**src/rtl/cde_jtag_pkg.sv**
```systemverilog
// Shared JTAG TAP definitions: standard 4-bit state encoding and IR capture value.
package cde_jtag_pkg;

    localparam int unsigned TAP_STATE_BITS = 4;

    typedef enum logic [TAP_STATE_BITS-1:0] {
        TAP_EX2DR = 4'h0,
        TAP_EX1DR = 4'h1,
        TAP_SHDR  = 4'h2,
        TAP_PAUDR = 4'h3,
        TAP_SELIR = 4'h4,
        TAP_UPDDR = 4'h5,
        TAP_CAPDR = 4'h6,
        TAP_SELDR = 4'h7,
        TAP_EX2IR = 4'h8,
        TAP_EX1IR = 4'h9,
        TAP_SHIR  = 4'hA,
        TAP_PAUIR = 4'hB,
        TAP_RTI   = 4'hC,
        TAP_UPDIR = 4'hD,
        TAP_CAPIR = 4'hE,
        TAP_TLR   = 4'hF
    } tap_state_e;

    localparam logic [1:0] IR_CAPTURE = 2'b01;

endpackage

```
**src/rtl/cde_jtag_tap_fsm.sv**
```systemverilog
// IEEE 1149.1 TAP state machine: tracks the 16-state controller from tms on each TCK rise.
module cde_jtag_tap_fsm
    import cde_jtag_pkg::*;
(
    input  logic                      clk,
    input  logic                      reset_n,
    input  logic                      tms,
    output logic [TAP_STATE_BITS-1:0] state
);

    tap_state_e state_q;
    tap_state_e state_d;

    always_ff @(posedge clk or negedge reset_n) begin
        if (!reset_n) begin
            state_q <= TAP_TLR;
        end else begin
            state_q <= state_d;
        end
    end

    // Standard tms-driven transitions; five tms=1 reach TLR from anywhere.
    always_comb begin
        state_d = state_q;
        unique case (state_q)
            TAP_TLR:   state_d = tms ? TAP_TLR   : TAP_RTI;
            TAP_RTI:   state_d = tms ? TAP_SELDR : TAP_RTI;
            TAP_SELDR: state_d = tms ? TAP_SELIR : TAP_CAPDR;
            TAP_CAPDR: state_d = tms ? TAP_EX1DR : TAP_SHDR;
            TAP_SHDR:  state_d = tms ? TAP_EX1DR : TAP_SHDR;
            TAP_EX1DR: state_d = tms ? TAP_UPDDR : TAP_PAUDR;
            TAP_PAUDR: state_d = tms ? TAP_EX2DR : TAP_PAUDR;
            TAP_EX2DR: state_d = tms ? TAP_UPDDR : TAP_SHDR;
            TAP_UPDDR: state_d = tms ? TAP_SELDR : TAP_RTI;
            TAP_SELIR: state_d = tms ? TAP_TLR   : TAP_CAPIR;
            TAP_CAPIR: state_d = tms ? TAP_EX1IR : TAP_SHIR;
            TAP_SHIR:  state_d = tms ? TAP_EX1IR : TAP_SHIR;
            TAP_EX1IR: state_d = tms ? TAP_UPDIR : TAP_PAUIR;
            TAP_PAUIR: state_d = tms ? TAP_EX2IR : TAP_PAUIR;
            TAP_EX2IR: state_d = tms ? TAP_UPDIR : TAP_SHIR;
            TAP_UPDIR: state_d = tms ? TAP_SELDR : TAP_RTI;
            default:   state_d = TAP_TLR;
        endcase
    end

    assign state = state_q;

endmodule

```
**src/rtl/cde_jtag_rpc_tap.sv**
```systemverilog
// TAP controller for the RPC register chain: IR, bypass, one-hot DR select and tdo mux.
module cde_jtag_rpc_tap
    import cde_jtag_pkg::*;
#(
    parameter int unsigned          IR_BITS  = 4,
    parameter int unsigned          NUM_DR   = 4,
    parameter logic [IR_BITS-1:0]   IR_RESET = '1
) (
    input  logic               clk,
    input  logic               reset_n,
    input  logic               tms,
    input  logic               tdi,
    input  logic [NUM_DR-1:0]  dr_tdo,
    output logic               capture_dr,
    output logic               shift_dr,
    output logic               update_dr,
    output logic [NUM_DR-1:0]  select,
    output logic [IR_BITS-1:0] ir,
    output logic               tdo,
    output logic               tdo_en
);

    logic [TAP_STATE_BITS-1:0] state_raw;
    tap_state_e                state;
    logic [IR_BITS-1:0]        ir_shift;
    logic                      bypass;
    logic                      is_bypass;
    logic                      dr_hit;
    logic                      in_shift_ir;

    cde_jtag_tap_fsm u_fsm (
        .clk     (clk),
        .reset_n (reset_n),
        .tms     (tms),
        .state   (state_raw)
    );

    assign state = tap_state_e'(state_raw);

    // Strobes decode the registered state, so each is high for exactly its state's cycles.
    assign capture_dr  = (state == TAP_CAPDR);
    assign shift_dr    = (state == TAP_SHDR);
    assign update_dr   = (state == TAP_UPDDR);
    assign in_shift_ir = (state == TAP_SHIR);
    assign tdo_en      = shift_dr | in_shift_ir;

    always_ff @(posedge clk or negedge reset_n) begin
        if (!reset_n) begin
            ir       <= IR_RESET;
            ir_shift <= '0;
            bypass   <= 1'b0;
        end else begin
            if (state == TAP_TLR) begin
                ir <= IR_RESET;
            end else if (state == TAP_UPDIR) begin
                ir <= ir_shift;
            end

            if (state == TAP_CAPIR) begin
                ir_shift <= IR_BITS'(IR_CAPTURE);
            end else if (in_shift_ir) begin
                ir_shift <= {tdi, ir_shift[IR_BITS-1:1]};
            end

            if (capture_dr && is_bypass) begin
                bypass <= 1'b0;
            end else if (shift_dr && is_bypass) begin
                bypass <= tdi;
            end
        end
    end

    // One-hot decode; any IR value without a register behind it is BYPASS.
    always_comb begin
        select = '0;
        for (int k = 0; k < int'(NUM_DR); k++) begin
            select[k] = (ir == IR_BITS'(k));
        end
    end

    assign is_bypass = ~|select;
    assign dr_hit    = |(dr_tdo & select);

    always_comb begin
        tdo = 1'b0;
        if (in_shift_ir) begin
            tdo = ir_shift[0];
        end else if (shift_dr) begin
            tdo = is_bypass ? bypass : dr_hit;
        end
    end

endmodule

```
**config.mk**
```make
export PLATFORM = sky130hd
export DESIGN_NAME = cde_jtag_rpc_tap
export DESIGN_NICKNAME = d
export VERILOG_FILES = /design/src/rtl/cde_jtag_pkg.sv /design/src/rtl/cde_jtag_tap_fsm.sv /design/src/rtl/cde_jtag_rpc_tap.sv
export SDC_FILE = /design/constraint.sdc
export NUM_CORES = 1
export LEC_CHECK = 0
export ABC_AREA = 1
export ABC_CLOCK_PERIOD_IN_PS = 1300
export BUFFER_PORTS_ARGS = -buffer_cell sky130_fd_sc_hd__clkbuf_2
export CAP_MARGIN = 20
export CORE_MARGIN = 3
export CORE_UTILIZATION = 49
export DETAILED_ROUTE_END_ITERATION = 10
export HOLD_SLACK_MARGIN = 0.12
export PLACE_DENSITY = 0.72
export SLEW_MARGIN = 10
export SYNTH_ARGS = -nofsm -noshare
export SYNTH_HDL_FRONTEND = slang
export SYNTH_SLANG_ARGS = --single-unit
```
**constraint.sdc**
```tcl
create_clock -name clk -period 1.3 [get_ports clk]
set_input_delay 0.065 -clock clk [delete_from_list [all_inputs] [get_ports clk]]
set_output_delay 0.065 -clock clk [all_outputs]
set_load 0.005 [all_outputs]
```
==> results.py <==
metrics = {
    "timing": {
        "slew_headroom": 0.7034,
        "setup_ws_ns": -0.2350,
        "worst_pin_slew_ns": 0.4403,
        "finalSetupViolations": 19,
        "skew_ns": 0.01627,
        "tns_ns": -1.649,
        "worst_hold_slack_ns": 0.1932,
        "rsz0062_at_grt": "yes",
        "fin_crit_ns": 1.535,
        "hold_viol_final": 0,
        "drv_slew": 0,
        "fin_crit_sh": 1.181,
        "max_freq_ghz": 0.6515,
    },
    "synth": {
        "synth_area_leader_cell": "dfstp_2",
        "synthTopCellsByArea": "dfstp_2 (28%), dfrtp_1 (17%), inv_1 (9.4%), nand2_1 (8.4%), nor2_1 (5.5%)",
        "ys_warn_count": 0,
        "synthCells": 103,
        "synth_cell_type_count": 20,
        "synth.top_cell.area_share": 0.2781,
        "synth_area_per_cell_um2": 7.337,
        "yosys_register_bits": 13,
        "netlist_area_um2": 755.7,
        "ys_seq_area_frac": 0.4437,
        "syn-num-nets": 111,
    },
    "power": {
        "p_sw_frac": 0.4738,
        "p_total_uw": 3489,
        "powerDensity_nw_per_um2": 2710,
        "clock_power_share": 0.074,
        "p_sw_uw": 1653,
        "leakage_uw": 0.0006482,
        "ir_drop_uv": 1794,
        "intPower_uw": 1836,
        "sequentialPowerShare": 0.260,
        "comb_power_share": 0.667,
    },
    "worst_setup_path": {
        "worstSetupStartpoint": "u_fsm.state[1]",
        "rrSetupSlack_ns": -0.19,
        "regToRegStartpoint": "u_fsm.state[2]",
        "path_delay_family": "flip-flops",
        "reg2regPathDepth": 6,
        "crit_type": "reg2out",
        "path_max_fanout": 3,
        "path_common_cell": "nand2_1",
        "cp_num_cells": 7,
        "r2r_end": "ir[0]",
        "worstSetupEndpointType": "primary output",
        "critPathLaunchType": "flip-flop",
        "cpMaxStageDelayCell": "dfstp_2",
        "slowest_delay_ns": 0.58,
        "crit_end": "tdo",
        "crit_buf_inv": 2,
        "cp_data_required_time_ns": 1.24,
        "critical_path_arrival_ns": 1.47,
        "crit_chain": "nand2_4, inv_2, nand2_2, a21oi_2, nand2_1, nand2_1, clkbuf_2",
    },
    "clocking": {
        "cts_sinks": 13,
        "cts.clk_slew.worst_paths_ns": 0.09,
        "clkLatencyLatePin_ns": 0.29,
        "max-clock-path-buffers": 2,
        "htree_levels": 1,
        "cts_tree": "done",
        "cts_buffers": 3,
        "root_buffer": "clkbuf_4",
    },
    "global_routing": {
        "grt_usage": 0.2413,
        "grt-ovfl-total": 0,
        "use_met3": 0.07570,
        "antenna_found_initial": 0,
        "top_usage_layer": "met2",
        "grt_pass1_wl_mm": 3.512,
        "grt_pass1_vias": 800,
        "grt_max_degree": 14,
        "met2_usage": 0.3983,
        "grt_use_met1": 0.3013,
    },
    "cells_and_area": {
        "n_fill_cell": 46,
        "areaGrowthSynthToFinish_pct": 70.36,
        "final_cell_mix": "clkbuf_2 (18), buf_4 (12), inv_1 (11)",
        "stdcell_count": 164,
        "antennaDiodeCount": 0,
        "nNetsFinal": 158,
        "multi_input_area_um2": 488.0,
        "mostFrequentLayoutCell": "clkbuf_2",
        "drive_gt1_frac": 0.6107,
        "final-seq-area_um2": 335.3,
    },
    "run": {
        "cap_violations": 0,
    },
    "routing": {
        "drtIter0Drc": 58,
        "drt-pass1-iter-count": 4,
        "finalWirelength_mm": 3.256,
        "ant_nets": 0,
        "wire_per_inst_um": 19.85,
        "drc": 0,
        "num_vias": 1005,
        "vias_per_cell": 6.128,
    },
    "die": {
        "die_w_um": 45.27,
        "fp.dieH_um": 45.27,
        "rows": 13,
        "dieArea_um2": 2049,
        "design.core.area_um2": 1366,
        "ioPinCount": 21,
        "start_util": 0.5531,
    },
    "placement": {
        "place_congestion": 0.8783,
        "place_hpwl_mm": 1.398,
        "place_inst": 139,
        "numPortBuffers": 20,
    },
    "hold_path": {
        "hold_path.class": "in2async",
    },
    "outcome": {
        "violations": "setup timing",
        "status": "finished with violations",
    },
}
## per-layer routing
layer / wire [um] / part of all wire
met5: 0 / 0
met4: 172 / 0.053
met3: 320 / 0.098
met2: 1588 / 0.49
met1: 1174 / 0.36
## cell usage after synthesis
cell type and number:
dfstp_2 8, a2bb2oi_1 1, a21oi_1 4, nor2_1 11, nand2_2 2, o22ai_1 3
buf_2 2, dfrtp_1 5, inv_2 2, o21ai_0 5, inv_1 19, o21ai_1 1
nand3_1 7, a32oi_1 3, nor3_1 8, nor2_2 1, and2_1 1, nand4_1 2
nor3_2 1, nand2_1 17
## worst reg2reg max path: cells and delay by family (launching register included)
| family | cells | cell delay [ns] |
|---|---|---|
| buffers and inverters | 3 | 0.33 |
| AOI/OAI and AO/OA | 1 | 0.26 |
| DFF | 1 | 0.67 |
| and+or+nand+nor | 2 | 0.13 |
## through the flow
step	setup slack, ns	utilization	cell area (um2)
floorplan	0.08550	-	755.7
global placement	0.05679	0.6493	887.1
detailed placement	0.04508	0.6493	887.1
CTS	-0.1554	0.7711	1054
global route	-0.2900	0.9423	1287
finish	-0.2350	0.9423	1287
## worst min path at each step
stage                        from  slack, ns     end  depth (start not counted)
after floorplan           reset_n      -0.23  bypass                          0
after global placement    reset_n      -0.03  bypass                          1
after global routing      reset_n       0.21  bypass                          2
after CTS                 reset_n       0.21  bypass                          2
final                     reset_n       0.19  bypass                          2
after detailed placement  reset_n      -0.03  bypass                          1
## what timing repair did
action | CTS | global route
setup endpoints to repair | 9 | 21
buffers inserted | 9 | 10
pin swaps | 5 | 15
hold buffers | 3 | 0
hold endpoints to repair | 17 | 0
gates resized for setup | 15 | 47
## cell type report
class / instances / area share
tap: 15 / 0.01458
multi-input combinational: 67 / 0.3790
inverter: 21 / 0.06900
sequential: 13 / 0.2604
timing repair buffer: 44 / 0.2566
clock buffer: 4 / 0.02041
## registers in the layout, summed over array words and instances (netlist names)
signal / flops
ir: 4
u_fsm.state: 4
bypass: 1
ir_shift: 4
## power by group through the flow
stage / clock network, uW / logic (uW) / registers, uW
2_1_floorplan: 0 / 741 / 788
4_1_cts: 255 / 1430 / 830
3_3_place_gp: 0 / 1050 / 835
6_report: 257 / 2330 / 907
5_1_grt: 279 / 2450 / 915
3_5_place_dp: 0 / 1060 / 847
## kinds of logic after synthesis
group,synth area share
buffers and inverters,0.1176
AND/OR/NAND/NOR,0.3013
AO/OA/AOI/OAI,0.1374
flip-flops,0.4437
Power figures use the tool's default switching activity.
